$ cat src/rtl/ahb_ap_pkg.sv
// Shared types and constants for the JTAG access-port AHB-Lite master.
package ahb_ap_pkg;

   localparam int unsigned InstrW      = 41;
   localparam int unsigned InstrRnw    = 0;
   localparam int unsigned InstrSelLsb = 1;
   localparam int unsigned InstrPayLsb = 9;

   localparam int unsigned CswAutoInc = 4;
   localparam int unsigned CswErr     = 5;

   localparam logic [1:0] HtransIdle   = 2'b00;
   localparam logic [1:0] HtransNonseq = 2'b10;
   localparam logic [2:0] HsizeByte    = 3'b000;
   localparam logic [2:0] HsizeHalf    = 3'b001;
   localparam logic [2:0] HsizeWord    = 3'b010;
   localparam logic [2:0] HburstSingle = 3'b000;

   typedef enum logic [1:0] {
      SelCsw  = 2'b00,
      SelTar  = 2'b01,
      SelRsvd = 2'b10,
      SelDrw  = 2'b11
   } regsel_t;

   typedef enum logic [2:0] {
      StIdle,
      StDecode,
      StAddr,
      StData,
      StResp
   } state_t;

   function automatic logic is_aligned(input logic [1:0] addr_lsb, input logic [2:0] size);
      logic ok;
      case (size)
         HsizeByte: ok = 1'b1;
         HsizeHalf: ok = ~addr_lsb[0];
         default:   ok = (addr_lsb == 2'b00);
      endcase
      return ok;
   endfunction

endpackage

$ cat src/rtl/ahb_ap_master.sv
// Executes queued access-port instructions: CSW/TAR register ops and single
// AHB-Lite transfers through DRW, returning read data and status.
module ahb_ap_master
   import ahb_ap_pkg::*;
(
   input  logic              HCLK,
   input  logic              HRESET,
   input  logic              rempty,
   input  logic [InstrW-1:0] rdata,
   output logic              rinc,
   output logic [31:0]       HADDR,
   output logic [1:0]        HTRANS,
   output logic              HWRITE,
   output logic [2:0]        HSIZE,
   output logic [2:0]        HBURST,
   output logic [31:0]       HWDATA,
   input  logic [31:0]       HRDATA,
   input  logic              HREADY,
   input  logic              HRESP,
   output logic [31:0]       rsp_data,
   output logic              rsp_err,
   output logic              rsp_valid,
   output logic              ahb_err,
   output logic              busy
);

   state_t      state_q, state_d;
   logic        rnw_q, rnw_d;
   regsel_t     sel_q, sel_d;
   logic [31:0] pay_q, pay_d;
   logic [31:0] tar_q, tar_d;
   logic [2:0]  size_q, size_d;
   logic        autoinc_q, autoinc_d;
   logic        err_q, err_d;
   logic        err_set, err_clr;
   logic [31:0] haddr_q, haddr_d;
   logic [31:0] hwdata_q, hwdata_d;
   logic        hwrite_q, hwrite_d;
   logic [2:0]  hsize_q, hsize_d;
   logic [31:0] rsp_data_q, rsp_data_d;
   logic        rsp_err_q, rsp_err_d;
   logic [31:0] csw_rd;

   // Instruction bits [8:3] carry no meaning for this port.
   logic unused_rdata;
   assign unused_rdata = ^rdata[8:3];

   assign csw_rd = {26'd0, err_q, autoinc_q, 1'b0, size_q};

   always_ff @(posedge HCLK) begin
      if (HRESET) begin
         state_q    <= StIdle;
         rnw_q      <= 1'b0;
         sel_q      <= SelCsw;
         pay_q      <= '0;
         tar_q      <= '0;
         size_q     <= HsizeWord;
         autoinc_q  <= 1'b0;
         err_q      <= 1'b0;
         haddr_q    <= '0;
         hwdata_q   <= '0;
         hwrite_q   <= 1'b0;
         hsize_q    <= HsizeWord;
         rsp_data_q <= '0;
         rsp_err_q  <= 1'b0;
      end else begin
         state_q    <= state_d;
         rnw_q      <= rnw_d;
         sel_q      <= sel_d;
         pay_q      <= pay_d;
         tar_q      <= tar_d;
         size_q     <= size_d;
         autoinc_q  <= autoinc_d;
         err_q      <= err_d;
         haddr_q    <= haddr_d;
         hwdata_q   <= hwdata_d;
         hwrite_q   <= hwrite_d;
         hsize_q    <= hsize_d;
         rsp_data_q <= rsp_data_d;
         rsp_err_q  <= rsp_err_d;
      end
   end

   always_comb begin
      state_d    = state_q;
      rnw_d      = rnw_q;
      sel_d      = sel_q;
      pay_d      = pay_q;
      tar_d      = tar_q;
      size_d     = size_q;
      autoinc_d  = autoinc_q;
      haddr_d    = haddr_q;
      hwdata_d   = hwdata_q;
      hwrite_d   = hwrite_q;
      hsize_d    = hsize_q;
      rsp_data_d = rsp_data_q;
      rsp_err_d  = rsp_err_q;
      err_set    = 1'b0;
      err_clr    = 1'b0;
      rinc       = 1'b0;

      unique case (state_q)
         StIdle: begin
            if (!rempty) begin
               rinc    = 1'b1;
               rnw_d   = rdata[InstrRnw];
               sel_d   = regsel_t'(rdata[InstrSelLsb +: 2]);
               pay_d   = rdata[InstrPayLsb +: 32];
               state_d = StDecode;
            end
         end
         StDecode: begin
            state_d = StIdle;
            unique case (sel_q)
               SelCsw: begin
                  if (rnw_q) begin
                     rsp_data_d = csw_rd;
                     rsp_err_d  = 1'b0;
                     state_d    = StResp;
                  end else begin
                     autoinc_d = pay_q[CswAutoInc];
                     err_clr   = pay_q[CswErr];
                     if (pay_q[2:0] > HsizeWord) begin
                        size_d  = HsizeWord;
                        err_set = 1'b1;
                     end else begin
                        size_d = pay_q[2:0];
                     end
                  end
               end
               SelTar: begin
                  if (rnw_q) begin
                     rsp_data_d = tar_q;
                     rsp_err_d  = 1'b0;
                     state_d    = StResp;
                  end else begin
                     tar_d = pay_q;
                  end
               end
               SelDrw: begin
                  if (!is_aligned(tar_q[1:0], size_q)) begin
                     err_set = 1'b1;
                     if (rnw_q) begin
                        rsp_data_d = '0;
                        rsp_err_d  = 1'b1;
                        state_d    = StResp;
                     end
                  end else begin
                     haddr_d  = tar_q;
                     hwrite_d = ~rnw_q;
                     hsize_d  = size_q;
                     hwdata_d = pay_q;
                     state_d  = StAddr;
                  end
               end
               SelRsvd: err_set = 1'b1;
            endcase
         end
         StAddr: begin
            if (HREADY) state_d = StData;
         end
         StData: begin
            if (HREADY) begin
               // An errored access leaves TAR where it was so it can be retried.
               if (HRESP) begin
                  err_set = 1'b1;
               end else if (autoinc_q) begin
                  tar_d = tar_q + (32'd1 << size_q);
               end
               if (rnw_q) begin
                  rsp_data_d = HRDATA;
                  rsp_err_d  = HRESP;
                  state_d    = StResp;
               end else begin
                  state_d = StIdle;
               end
            end
         end
         StResp: state_d = StIdle;
         default: state_d = StIdle;
      endcase

      // Set has priority over write-1-to-clear.
      if (err_set) begin
         err_d = 1'b1;
      end else if (err_clr) begin
         err_d = 1'b0;
      end else begin
         err_d = err_q;
      end
   end

   assign HTRANS    = (state_q == StAddr) ? HtransNonseq : HtransIdle;
   assign HBURST    = HburstSingle;
   assign HADDR     = haddr_q;
   assign HWRITE    = hwrite_q;
   assign HSIZE     = hsize_q;
   assign HWDATA    = hwdata_q;
   assign rsp_data  = rsp_data_q;
   assign rsp_err   = rsp_err_q;
   assign rsp_valid = (state_q == StResp);
   assign ahb_err   = err_q;
   assign busy      = (state_q != StIdle);

endmodule

$ cat config.mk
export PLATFORM = sky130hd
export DESIGN_NAME = ahb_ap_master
export DESIGN_NICKNAME = d
export VERILOG_FILES = /design/src/rtl/ahb_ap_pkg.sv /design/src/rtl/ahb_ap_master.sv
export SDC_FILE = /design/constraint.sdc
export NUM_CORES = 1
export LEC_CHECK = 0
export ABC_CLOCK_PERIOD_IN_PS = 9060
export BUFFER_PORTS_ARGS = -buffer_cell sky130_fd_sc_hd__buf_2
export CAP_MARGIN = 10
export CORE_ASPECT_RATIO = 1.2
export CORE_MARGIN = 10
export CORE_UTILIZATION = 45
export CTS_CLUSTER_SIZE = 14
export DETAILED_ROUTE_END_ITERATION = 8
export PLACE_DENSITY_LB_ADDON = 0.08
export SLEW_MARGIN = 20
export SYNTH_ARGS = -nofsm -noshare
export SYNTH_HDL_FRONTEND = slang
export SYNTH_SLANG_ARGS = --single-unit
export TNS_END_PERCENT = 5
$ cat constraint.sdc
create_clock -name HCLK -period 9.06 [get_ports HCLK]
set_input_delay 1.359 -clock HCLK [delete_from_list [all_inputs] [get_ports HCLK]]
set_output_delay 1.359 -clock HCLK [all_outputs]
set_load 0.02 [all_outputs]
==> flow_summary.toml <==
[cells_and_area]
seq_area_sq_um = 3520
layout_commonest_cell = "nand2_1"
final_net_count = 1222
antennaDiodeCount = 0
syn2layout_area_growth_pct = 18.2
drive_above_1_share = 0.201
fillerInstances = 1743
fin_cells = 1369
multiInputGateArea_sq_um = 3970
layout_common_cells = "277 x nand2_1, 176 x dfxtp_1, 176 x buf_2, 136 x a21oi_1, 53 x nor2_1"

[setup_path]
cp_max_fo = 36
worstRegToRegCells = 9
max_stage_delay_ns = 0.59
cpMostUsedCell = "buf_2"
worst-path-buf-inv = 3
path_class = "input port to output pin"
path_cells = "buf_2 -> or2_2 -> clkinv_1 -> buf_2"
critPathArrivalTime_ns = 2.44
cpLargestDelayFamily = "simple AND/OR/NAND/NOR gates"
required_ns = 7.70
rrSetupSlack_ns = 5.73
r2r_start = "size_q[0]"
slowest_stage = "or2_2"
crit_path_start_kind = "input port"
rr_endpoint = "tar_q[18]"
critPathCaptureType = "output pin"

[grt]
grt_antenna_before_repair = 0
track_usage = 0.203
use_met2 = 0.287
use_met1 = 0.291
met3_usage = 0.0558
top_usage_layer = "met1"
grt_first_pass_wirelength_um = 38900
grt_max_degree = 113
grt_pass1_vias = 7002
overflow = 0

[place]
dp.cells = 1337
port_buffers = 177
dp_hpwl_um = 16600
place.gp.congestion = 0.862

[sta]
setup_viol = 0
setup_tns_ns = 0
slew_headroom = 0.241
hold_viol = 0
drv_slew = 0
worst_pin_slew_ns = 1.14
post-route-period-util = 0.419
period_minus_slack_ns = 3.80
timing.fmax_mhz = 263
rsz0062_at_grt = "no"
clock_skew_ns = 0.00926

[routing]
vias = 7502
drc = 0
routed_wl_um = 24500
ant_nets = 0
routed_via_density = 5.48
routedWlPerCell_um = 17.9
drtIter0Drc = 533
drt_first_pass_iters = 4

[pwr]
max-vdd-ir-drop_v = 0.000138
p_leak_nw = 3.57
powerDensity_nw_per_um2 = 175

[floorplanning]
rows = 53
die_w_um = 141
start_util = 0.455
die_y_um = 165
core-area_sq_um = 17400
io_pins = 188
die_area_sq_um = 23300

[yosys]
async_flop_share = 0
syn_avg_cell_area_sq_um = 7.71
synth_seq_cells = 176
synthCells = 1025
yosysSeqAreaShare = 0.446
synth_top_flop_cell = "dfxtp_1"
synth_edf_count = 0
ys_types = 64
yosysWarnings = 0
netlist_area_sq_um = 7900

[cts]
cts_hold_buf = 0
clock_latency_ns = 0.43
h-tree-depth = 4
cts.sinks = 176
cts_tree = "built"
clk_path_buf_depth = 2
cts_buffers = 17
clk_pin_slew_worst_paths_ns = 0.06
cts_resized = 0
post_cts_buffers = 0
root_buffer = "clkbuf_16"

[hold_path]
min_from = "HADDR[27]"
min_path_cells = 2
worstHoldEndpoint = "HADDR[27]"
hold_path_class = "flop to flop"

[outcome]
status = "finished clean"

[flow_run]
maxCapViolCount = 0
-- cell type report --
class / count / area share
Multi-Input combinational cell: 749 / 0.425
Sequential cell: 176 / 0.377
Timing Repair Buffer: 186 / 0.103
Clock buffer: 20 / 0.0489
Tap cell: 220 / 0.0295
Clock inverter: 12 / 0.0142
Inverter: 6 / 0.00241
-- per-layer routing --
metal | vias up | part of all wire
met1 | 3447 | 0.50
met4 | 0 | 0.014
met5 | - | 0
li1 | 3796 | -
met2 | 235 | 0.41
met3 | 24 | 0.075
-- power by group --
| part | internal (W) | switching (W) |
|---|---|---|
| Combinational | 0.0000331 | 0.0000585 |
| Sequential | 0.000789 | 0.0000196 |
| Clock | 0.000422 | 0.000311 |
| Total | 0.00124 | 0.000389 |
-- worst max path at each step --
| stage | cells past startpoint | to | start |
|---|---|---|---|
| finish | 4 | rinc | rempty |
| global placement | 7 | tar_q[15] | HREADY |
| CTS | 4 | rinc | rempty |
| detailed placement | 7 | tar_q[24] | HREADY |
| floorplan | 4 | rinc | rempty |
| global route | 4 | rinc | rempty |
-- cells in the mapped netlist, types with 8 or more instances --
master | instances | area share
nand2_1 | 277 | 0.13
dfxtp_1 | 176 | 0.45
a21oi_1 | 136 | 0.086
clkbuf_1 | 79 | 0.038
nor2_1 | 54 | 0.026
nand3_1 | 48 | 0.030
a311oi_1 | 34 | 0.038
o211ai_1 | 19 | 0.018
and3_1 | 14 | 0.011
a31oi_1 | 12 | 0.0095
nor3_1 | 11 | 0.0070
o21ai_0 | 10 | 0.0063
or3_1 | 8 | 0.0063
-- per-stage QoR --
stage | util | setup WS [ns] | total power (W) | hold WS (ns) | cell area (sq um)
2_1_floorplan | - | 5.35 | 0.000879 | 0.441 | 7910
3_3_place_gp | 0.504 | 5.20 | 0.000916 | 0.439 | 8750
3_5_place_dp | 0.504 | 5.18 | 0.000917 | 0.444 | 8750
4_1_cts | 0.538 | 5.25 | 0.00165 | 0.453 | 9340
5_1_grt | 0.538 | 5.16 | 0.00169 | 0.469 | 9340
6_report | 0.538 | 5.26 | 0.00163 | 0.450 | 9340
-- worst min-delay path, stage by stage (launching register included) --
cell,delay [ns]
dfxtp_1,0.30
nand2_1,0.05
a21oi_1,0.05
-- registers in the layout, summed over array words and instances (netlist names), 3 cells and up --
signal / count
HADDR: 32
HWDATA: 32
pay_q: 32
rsp_data: 32
tar_q: 32
HSIZE: 3
size_q: 3
state_q: 3
-- kinds of logic after synthesis --
group	count (synthesis)	share of synthesized area
mux	3	0.00412
xor+xnor	7	0.00776
simple gates	472	0.268
fa+ha+maj	8	0.0136
buf+inv	103	0.0541
other cells	1	0.000475
compound gates	255	0.206
flops	176	0.446
Power figures use the tool's default switching activity.
